`src/rtl/ibex_register_file_sb_pkg.sv`:
```
// Shared constants, types and helpers for the scoreboarded flip-flop register file.
package ibex_register_file_sb_pkg;

  localparam int unsigned RegAddrW = 5;
  localparam int unsigned BusyCntW = 6;

  typedef enum logic [2:0] {
    RfErrNone,
    RfErrRange,
    RfErrCollide,
    RfErrSbWrite,
    RfErrSbIssue
  } rf_sb_err_e;

  function automatic int unsigned rf_num_words(input bit rv32e);
    return rv32e ? 32'd16 : 32'd32;
  endfunction

endpackage

```
`src/rtl/ibex_rf_scoreboard.sv`:
```
// Pending write-back tracker: busy vector, set-over-clear priority, busy count, scoreboard errors.
module ibex_rf_scoreboard
  import ibex_register_file_sb_pkg::*;
#(
  parameter int unsigned NumWords        = 32,
  parameter bit          ScoreboardCheck = 1'b1
) (
  input  logic                clk_i,
  input  logic                rst_ni,
  input  logic [NumWords-1:0] set_i,
  input  logic [NumWords-1:0] clr_i,
  output logic [NumWords-1:0] busy_o,
  output logic [BusyCntW-1:0] busy_cnt_o,
  output logic [1:0]          sb_err_c
);

  logic [NumWords-1:0] busy_d;
  logic [BusyCntW-1:0] cnt_d;

  always_comb begin
    busy_d = (busy_o & ~clr_i) | set_i;
    cnt_d  = '0;
    for (int unsigned i = 0; i < NumWords; i++) begin
      cnt_d = cnt_d + BusyCntW'(busy_d[i]);
    end
    // [0]: write-back without a pending issue, [1]: re-issue of a still-busy register
    sb_err_c    = '0;
    sb_err_c[0] = ScoreboardCheck && (|(clr_i & ~busy_o));
    sb_err_c[1] = ScoreboardCheck && (|(set_i & busy_o & ~clr_i));
  end

  always_ff @(posedge clk_i) begin
    if (!rst_ni) begin
      busy_o     <= '0;
      busy_cnt_o <= '0;
    end else begin
      busy_o     <= busy_d;
      busy_cnt_o <= cnt_d;
    end
  end

endmodule

```
`src/rtl/ibex_register_file_sb.sv`:
```
// Flip-flop register file with N read ports, up to two write ports, bypass and write-back scoreboard.
module ibex_register_file_sb
  import ibex_register_file_sb_pkg::*;
#(
  parameter bit                    RV32E           = 1'b0,
  parameter int unsigned           DataWidth       = 32,
  parameter int unsigned           NumRead         = 2,
  parameter int unsigned           NumWrite        = 2,
  parameter bit                    BypassEn        = 1'b1,
  parameter bit                    ScoreboardCheck = 1'b1,
  parameter logic [DataWidth-1:0]  WordZeroVal     = '0
) (
  input  logic                          clk_i,
  input  logic                          rst_ni,
  input  logic [NumRead*RegAddrW-1:0]   raddr_i,
  output logic [NumRead*DataWidth-1:0]  rdata_o,
  output logic [NumRead-1:0]            rbusy_o,
  input  logic [NumWrite*RegAddrW-1:0]  waddr_i,
  input  logic [NumWrite*DataWidth-1:0] wdata_i,
  input  logic [NumWrite-1:0]           we_i,
  input  logic                          iss_valid_i,
  input  logic [RegAddrW-1:0]           iss_rd_i,
  output logic [BusyCntW-1:0]           busy_cnt_o,
  output logic                          err_o
);

  localparam int unsigned NumWords = rf_num_words(RV32E);
  localparam int unsigned IdxW     = $clog2(NumWords);

  function automatic logic in_range(input logic [RegAddrW-1:0] a);
    return !(RV32E && a[RegAddrW-1]);
  endfunction

  logic [DataWidth-1:0]           mem [NumWords];
  logic [NumWrite-1:0]            wr_ok;
  logic [NumWrite-1:0]            wr_range_err;
  logic [NumWrite-1:0][IdxW-1:0]  widx;
  logic [NumWords-1:0]            set, clr, busy;
  logic                           iss_range_err;
  logic                           collide;
  logic [1:0]                     sb_err;
  logic                           err_set;
  rf_sb_err_e                     err_cause;

  // Write/issue decode: R0 and out-of-range addresses never reach storage or the scoreboard
  always_comb begin
    wr_ok        = '0;
    wr_range_err = '0;
    widx         = '0;
    clr          = '0;
    set          = '0;
    for (int unsigned w = 0; w < NumWrite; w++) begin
      widx[w]         = waddr_i[w*RegAddrW +: IdxW];
      wr_range_err[w] = we_i[w] && !in_range(waddr_i[w*RegAddrW +: RegAddrW]);
      wr_ok[w]        = we_i[w] && in_range(waddr_i[w*RegAddrW +: RegAddrW]) && (widx[w] != '0);
      if (wr_ok[w]) clr[widx[w]] = 1'b1;
    end
    iss_range_err = iss_valid_i && !in_range(iss_rd_i);
    if (iss_valid_i && in_range(iss_rd_i) && (iss_rd_i[IdxW-1:0] != '0)) begin
      set[iss_rd_i[IdxW-1:0]] = 1'b1;
    end
  end

  if (NumWrite > 1) begin : g_collide
    assign collide = wr_ok[0] && wr_ok[1] && (widx[0] == widx[1]);
  end else begin : g_no_collide
    assign collide = 1'b0;
  end

  // Later write ports override earlier ones on the same word
  always_ff @(posedge clk_i) begin
    if (!rst_ni) begin
      for (int unsigned i = 0; i < NumWords; i++) mem[i] <= WordZeroVal;
    end else begin
      for (int unsigned w = 0; w < NumWrite; w++) begin
        if (wr_ok[w]) mem[widx[w]] <= wdata_i[w*DataWidth +: DataWidth];
      end
    end
  end

  for (genvar k = 0; k < NumRead; k++) begin : g_read
    logic [RegAddrW-1:0]  ra;
    logic [IdxW-1:0]      ri;
    logic                 hit;
    logic [DataWidth-1:0] rd;

    assign ra  = raddr_i[k*RegAddrW +: RegAddrW];
    assign ri  = ra[IdxW-1:0];
    assign hit = in_range(ra) && (ri != '0);

    always_comb begin
      rd = hit ? mem[ri] : WordZeroVal;
      if (BypassEn && hit) begin
        for (int unsigned w = 0; w < NumWrite; w++) begin
          if (wr_ok[w] && (widx[w] == ri)) rd = wdata_i[w*DataWidth +: DataWidth];
        end
      end
    end

    assign rdata_o[k*DataWidth +: DataWidth] = rd;
    assign rbusy_o[k] = hit && busy[ri];
  end

  ibex_rf_scoreboard #(
    .NumWords        (NumWords),
    .ScoreboardCheck (ScoreboardCheck)
  ) u_scoreboard (
    .clk_i      (clk_i),
    .rst_ni     (rst_ni),
    .set_i      (set),
    .clr_i      (clr),
    .busy_o     (busy),
    .busy_cnt_o (busy_cnt_o),
    .sb_err_c   (sb_err)
  );

  assign err_set = (|wr_range_err) | iss_range_err | collide | (|sb_err);

  always_comb begin
    err_cause = RfErrNone;
    if (|sb_err[1])                          err_cause = RfErrSbIssue;
    if (|sb_err[0])                          err_cause = RfErrSbWrite;
    if (collide)                             err_cause = RfErrCollide;
    if ((|wr_range_err) || iss_range_err)    err_cause = RfErrRange;
  end

  always_ff @(posedge clk_i) begin
    if (!rst_ni) err_o <= 1'b0;
    else         err_o <= err_o | err_set;
  end

  always_ff @(posedge clk_i) begin
    if (rst_ni && err_set) assert (err_cause != RfErrNone);
  end

endmodule

```
`config.mk`:
```
export PLATFORM = sky130hd
export DESIGN_NAME = ibex_register_file_sb
export DESIGN_NICKNAME = d
export VERILOG_FILES = /design/src/rtl/ibex_register_file_sb_pkg.sv /design/src/rtl/ibex_rf_scoreboard.sv /design/src/rtl/ibex_register_file_sb.sv
export SDC_FILE = /design/constraint.sdc
export NUM_CORES = 2
export LEC_CHECK = 0
export BUFFER_PORTS_ARGS = -buffer_cell sky130_fd_sc_hd__buf_2
export CELL_PAD_IN_SITES_DETAIL_PLACEMENT = 1
export CELL_PAD_IN_SITES_GLOBAL_PLACEMENT = 1
export CORE_MARGIN = 10
export CORE_UTILIZATION = 40
export CTS_BUF_LIST = sky130_fd_sc_hd__clkbuf_8 sky130_fd_sc_hd__clkbuf_16
export DETAILED_ROUTE_END_ITERATION = 8
export PLACE_DENSITY_LB_ADDON = 0.1
export SETUP_SLACK_MARGIN = 0.1
export SLEW_MARGIN = 25
export SYNTH_ARGS = -nofsm -noshare
export SYNTH_HDL_FRONTEND = slang
export SYNTH_SLANG_ARGS = --single-unit
```
`constraint.sdc`:
```
create_clock -name clk_i -period 12.3 [get_ports clk_i]
set_clock_uncertainty 0.05 [all_clocks]
set_input_delay 2.46 -clock clk_i [delete_from_list [all_inputs] [get_ports clk_i]]
set_output_delay 2.46 -clock clk_i [all_outputs]
set_load 0.005 [all_outputs]
```
# Word level (Yosys, flattened, before mapping)

Memory sizes are Yosys's and may differ from the RTL's.
Index checks and enable logic that the tools add are counted.

Magnitude comparators: 8
$add $sub $neg: 31
Multiplexer cells: 34
Bitwise logic cells: 10
Eq/ne operators: 5
Reduce and logical (&&, ||, !) cells: 22

Operators by type and width:

| operator                                             | count |
|---|---|
| two-way mux 32 bit                                   | 13 |
| adder 6 x 1 -> 6 bit                                 | 30 |
| bitwise AND 32 bit                                   | 4 |
| inverter 32 bit                                      | 2 |
| bitwise OR 32 bit                                    | 2 |
| OR reduction 32 bit                                  | 2 |
| OR reduction 64 bit                                  | 1 |
| < comparator 5 x 6 -> 1 bit (second input constant)  | 5 |
| == test 5 bit                                        | 5 |
| nonzero test 5 bit                                   | 5 |
| demux 1 bit (select 5 bit)                           | 3 |
| >= comparator 5 x 1 -> 1 bit (second input constant) | 3 |
| logical AND 1 bit                                    | 14 |
| two-way mux 1 bit                                    | 14 |
| binary-select mux 1 bit (select 5 bit)               | 2 |
| two-way mux 5 bit                                    | 2 |
| adder 1 x 1 -> 2 bit                                 | 1 |
| bitwise OR 1 bit                                     | 2 |

Memories kept: 1
Input bits: 94
Bits in registers: 39
Output and inout port bits: 73
Bits in writable memories: 1,024

Memory list:

| memory | words | width | rd ports | clocked after Yosys merged registers in | write ports | RTL line                    | source |
|---|---|---|---|---|---|---|---|
| mem    | 32    | 32    | 2        | 0                                       | 32          | ibex_register_file_sb.sv:34 | `logic [DataWidth-1:0] mem [NumWords];` |

# Logic depth before layout (Yosys ltp)

Depth after elaboration: 41
Mapped depth: 23

# By module

Synthesis repeated with hierarchy kept, for this count alone.

Cell total of the unflattened synthesis: 4,464
Area, all modules: 63,333.2 um2

Modules (own cells, without submodules):

| module                | cells an instance | instances | area each (um2) |
|---|---|---|---|
| ibex_register_file_sb | 4,181             | 1         | 60,729.5 |
| ibex_rf_scoreboard    | 283               | 1         | 2,603.7 |

# Least setup slack after synthesis

No wires, ideal clock.

Path type: input port to flip-flop
From: input port waddr_i[8]
To: register u_scoreboard.busy_cnt_o[4]
Cell stages on the path: 22
Path slack: 4,030 ps
Arrival: 8,043 ps
Setup time: 177 ps
Buffers on the path: 1
Cell sequence: buf_2 nor4b_2 a22oi_1 nand2_1 o21ai_0 ha_1 fa_1 inv_1 fa_1 inv_1 fa_1 fa_1 fa_1 fa_1 fa_1 inv_1 fa_1 inv_1 a21o_1 a21oi_1 xor2_1 nor2_1

Longest elaborated chain between the ends: 40

Ends and longest elaborated chain:

| item                                                                                                     | RTL line                    | source |
|---|---|---|
| from (decl)                                                                                              | ibex_register_file_sb.sv:18 | `input logic [NumWrite*RegAddrW-1:0] waddr_i,` |
| < comparator 5 x 6 -> 1 bit (not written as such) / >= comparator 5 x 1 -> 1 bit (equally long branches) | ibex_register_file_sb.sv:56 | `if (wr_ok[w]) clr[widx[w]] = 1'b1;` |
| logical AND 1 bit (not written as such)                                                                  | ibex_register_file_sb.sv:56 |  |
| two-way mux 1 bit (not written as such)                                                                  | ibex_register_file_sb.sv:56 |  |
| demux 1 bit (select 5 bit)                                                                               | ibex_register_file_sb.sv:56 |  |
| bitwise OR 32 bit (no source line)                                                                       | -                           |  |
| two-way mux 32 bit (*)                                                                                   | ibex_register_file_sb.sv:56 |  |
| inverter 32 bit (*)                                                                                      | ibex_rf_scoreboard.sv:21    | `busy_d = (busy_o & ~clr_i) \| set_i;` |
| bitwise AND 32 bit (*)                                                                                   | ibex_rf_scoreboard.sv:21    |  |
| bitwise OR 32 bit (*)                                                                                    | ibex_rf_scoreboard.sv:21    |  |
| via u_scoreboard.busy_d[1]                                                                               | ibex_rf_scoreboard.sv:17    | `logic [NumWords-1:0] busy_d;` |
| adder 1 x 1 -> 2 bit (*)                                                                                 | ibex_rf_scoreboard.sv:24    | `cnt_d = cnt_d + BusyCntW'(busy_d[i]);` |
| adder 6 x 1 -> 6 bit (*) (30 in series)                                                                  | ibex_rf_scoreboard.sv:24    |  |
| to (signal assigned)                                                                                     | ibex_rf_scoreboard.sv:38    | `busy_cnt_o <= cnt_d;` |
| to (decl)                                                                                                | ibex_rf_scoreboard.sv:13    | `output logic [BusyCntW-1:0] busy_cnt_o,` |

Mark *: on every way through the listed nets, which the timed path passes. The rest lies on a longest branch.
A chain may end at the register's enable or synchronous reset.

# Worst setup path after layout

From: input port raddr_i[0]
To: output port rdata_o[24]

Longest elaborated chain between the ends: 5

Ends and longest elaborated chain:

| item                                                           | RTL line                                                 | source |
|---|---|---|
| from (decl)                                                    | ibex_register_file_sb.sv:15                              | `input logic [NumRead*RegAddrW-1:0] raddr_i,` |
| memory read (32 x 32 bit), or another cell as far along        | -                                                        |  |
| two-way mux 32 bit / logical AND 1 bit (equally long branches) | ibex_register_file_sb.sv:92, ibex_register_file_sb.sv:95 |  |
| two-way mux 32 bit (2 in series)                               | ibex_register_file_sb.sv:95                              | `if (wr_ok[w] && (widx[w] == ri)) rd = wdata_i[w*DataWidth +: DataWidth];` |
| two-way mux 32 bit (*)                                         | ibex_register_file_sb.sv:93                              | `if (BypassEn && hit) begin` |
| to (decl)                                                      | ibex_register_file_sb.sv:16                              | `output logic [NumRead*DataWidth-1:0] rdata_o,` |

Mark *: on every way between the ends. The rest lies on a longest branch, timed or not.

==> flow_metrics.py <==
metrics = {
    "outcome": {
        "status": "completed",
    },
    "final_layout": {
        "drive_above_1_share": 0.293,
        "layout.nets": 4293,
        "area_growth_pct": 10.8,
        "final_cell_area_mm2": 0.0699,
        "regArea_mm2": 0.0315,
        "fillers": 15270,
        "final_common_cell": "a22o_1",
        "multi_input_area_mm2": 0.0293,
        "layout_common_cells": "a22o_1 (1027), edfxtp_1 (1024), mux4_2 (579)",
    },
    "clock_network": {
        "cts-root-buf": "clkbuf_16",
        "cts.sinks": 1063,
        "post_cts_resized": 0,
        "cts_tree": "done",
        "cts_buffers": 130,
        "clk_path_buf_depth": 3,
        "clock_latency_ns": 0.78,
        "path_clk_slew_ns": 0.05,
        "postCtsSetupRepairBufs": 0,
        "h-tree-depth": 4,
        "cts_hold_buffers": 0,
    },
    "timing": {
        "tightest_slew_ns": 1.20,
        "drv_slew": 0,
        "fin_crit_sh": 0.725,
        "fin_crit_ns": 8.92,
        "hold_viol_final": 0,
        "clock.fmax_mhz": 112,
        "slew_headroom": 0.197,
        "tns_ns": 0,
        "setup_viol_count_final": 0,
        "grt_setup_unrepaired": "no",
        "layout_setup_ws_ns": 3.38,
    },
    "placed_design": {
        "port_buffers": 166,
        "placed_cell_area_mm2": 0.0659,
        "routabilityCongestion": 0.918,
        "hpwl_um": 163000,
        "dp_slack_ns": 3.21,
    },
    "worst_setup_path": {
        "r2r_cells": 19,
        "required_ns": 9.79,
        "crit_arrival_ns": 6.41,
        "critPathMaxFanout": 53,
        "criticalPathCategory": "in -> out",
        "slowest_delay_ns": 0.83,
        "r2r_setup_slack_ns": 6.73,
        "reg2reg_to": "u_scoreboard.busy_cnt_o[4]",
        "crit_path_end_kind": "output port",
        "crit_slowest_cell": "nor3_1",
        "cp-start-kind": "primary input",
        "worstPathCellList": "buf_8, buf_4, mux4_2, mux2i_1, nand2_1, o21ai_0, a2111oi_0, a211oi_1, nor3_1, buf_2",
        "r2r_start": "u_scoreboard.busy_o[1]",
    },
    "floorplanning": {
        "die-area_mm2": 0.174,
        "io_pins": 167,
        "die_w_um": 417,
        "core_area_mm2": 0.157,
        "rows": 145,
        "start_util": 0.403,
        "die_h_um": 417,
    },
    "yosys": {
        "ys_seq_area_frac": 0.500,
        "yosys_warnings": 0,
        "synth_cell_types": 75,
        "synthArstFlopShare": 0,
        "synthFlopType": "edfxtp_1",
        "avgSynthCellArea_um2": 14.5,
        "yosysTopAreaCell": "edfxtp_1",
        "synth_edf_count": 1024,
        "synth_seq_cells": 1063,
        "synthCells": 4363,
        "synth_area_mm2": 0.0631,
        "netlist_top_cells_area": "edfxtp_1 (49%), mux4_2 (21%), a22o_1 (14%)",
        "synth_top_area_share": 0.487,
    },
    "grt": {
        "grt_pass1_vias": 48798,
        "grt_use_total": 0.327,
        "grt_max_degree": 103,
        "grt_overflow": 0,
        "antenna_found_initial": 31,
        "grt_pass1_wl_um": 400000,
    },
    "power": {
        "power.switching_mw": 2.63,
        "pwr_density_cell_mw_per_mm2": 135,
        "max-vdd-ir-drop_v": 0.000150,
        "p_int_mw": 6.85,
        "swShare": 0.277,
        "seqPwrFrac": 0.454,
        "combPwrFrac": 0.154,
        "clockPowerShare": 0.391,
        "leakagePower_nw": 23.5,
    },
    "routing": {
        "drtPass1Iterations": 6,
        "drtAntennaViolNets": 0,
        "wl_per_cell_um": 46.3,
        "vias": 47448,
        "wl_um": 293000,
        "drc": 0,
        "drt-vias-per-instance": 7.49,
        "drtIter0Drc": 6981,
    },
    "min_path": {
        "hp-class": "reg -> reg",
        "hp-start": "u_scoreboard.busy_o[0]",
        "hold_depth": 1,
        "whs_endpoint": "u_scoreboard.busy_o[0]",
    },
    "job": {
        "max-cap-violations": 0,
    },
}
## critical path, delay by kind of cell
family / cells / cell delay, ns
AOI/OAI and AO/OA: 3 / 0.78
and+or+nand+nor: 2 / 0.99
muxes: 2 / 0.58
buffers and inverters: 3 / 1.55
## layout make-up
class,count,share of cell area
flip-flops and latches,1063,0.451
multi-input cells,2589,0.419
clock buffers,138,0.0494
well taps,2058,0.0368
repair buffers,354,0.0340
clock inverters,83,0.00719
inverters,29,0.00161
diodes,18,0.000644
## through the flow
stage | std cells | hold WS [ns] | utilization | power, mW
2_1_floorplan | 4394 | 0.414 | - | 5.19
3_3_place_gp | 6092 | 0.536 | 0.421 | 5.79
3_5_place_dp | 6092 | 0.537 | 0.421 | 5.81
4_1_cts | 6313 | 0.544 | 0.446 | 9.47
5_1_grt | 6329 | 0.547 | 0.447 | 9.69
6_report | 6332 | 0.539 | 0.447 | 9.47
## state kept, by name, indices dropped and copies added (netlist names)
name                     count
err_o                        1
u_scoreboard.busy_cnt_o      6
mem                       1024
u_scoreboard.busy_o         32
## cell usage after synthesis (all sizes together), types with 12 or more instances
cell     count
a21oi       50
xnor2       13
nand2      159
o211ai      68
a221oi      34
dfxtp       39
a211oi      72
inv         29
nor2        72
buf        208
mux2i       61
o2111a      12
mux4       579
xor2        14
a2111oi     19
and3        14
o21ai       35
a22oi       30
clkbuf     505
nor3        64
a22o      1027
mux2        17
nor2b       26
nand3       38
o22ai       17
edfxtp    1024
fa          24
and2        24
## how the worst max path moves through the flow
stage	startpoint	end	slack (ns)	cells after the start
2_1_floorplan	waddr_i[8]	u_scoreboard.busy_cnt_o[4]	4.03	22
3_3_place_gp	waddr_i[6]	u_scoreboard.busy_cnt_o[4]	3.12	21
3_5_place_dp	waddr_i[7]	u_scoreboard.busy_cnt_o[4]	3.21	21
4_1_cts	raddr_i[0]	rdata_o[24]	3.33	10
5_1_grt	raddr_i[0]	rdata_o[24]	3.19	10
6_report	raddr_i[0]	rdata_o[24]	3.38	10
## routing by layer
layer	vias to the layer above	global-route usage	wire, µm
met5	-	0	48
met4	8	0.215	21000
met3	848	0.0607	26500
met2	3224	0.517	137000
met1	25469	0.412	109000
li1	17899	-	-
## power groups by stage
stage | clock network [mW] | logic [mW] | registers [mW]
2_1_floorplan | 0 | 0.856 | 4.33
3_3_place_gp | 0 | 1.43 | 4.36
3_5_place_dp | 0 | 1.44 | 4.38
4_1_cts | 3.73 | 1.44 | 4.30
5_1_grt | 3.87 | 1.50 | 4.33
6_report | 3.71 | 1.46 | 4.30
## logic make-up after synthesis
group | after synthesis | synth area share
compound gates | 1390 | 0.185
flops | 1063 | 0.500
buf+inv | 742 | 0.0479
mux | 657 | 0.219
simple gates | 451 | 0.0354
fa+ha+maj | 32 | 0.00920
xor+xnor | 27 | 0.00375
other cells | 1 | 0.0000594
Note: power is estimated with default switching activity, not from simulation.
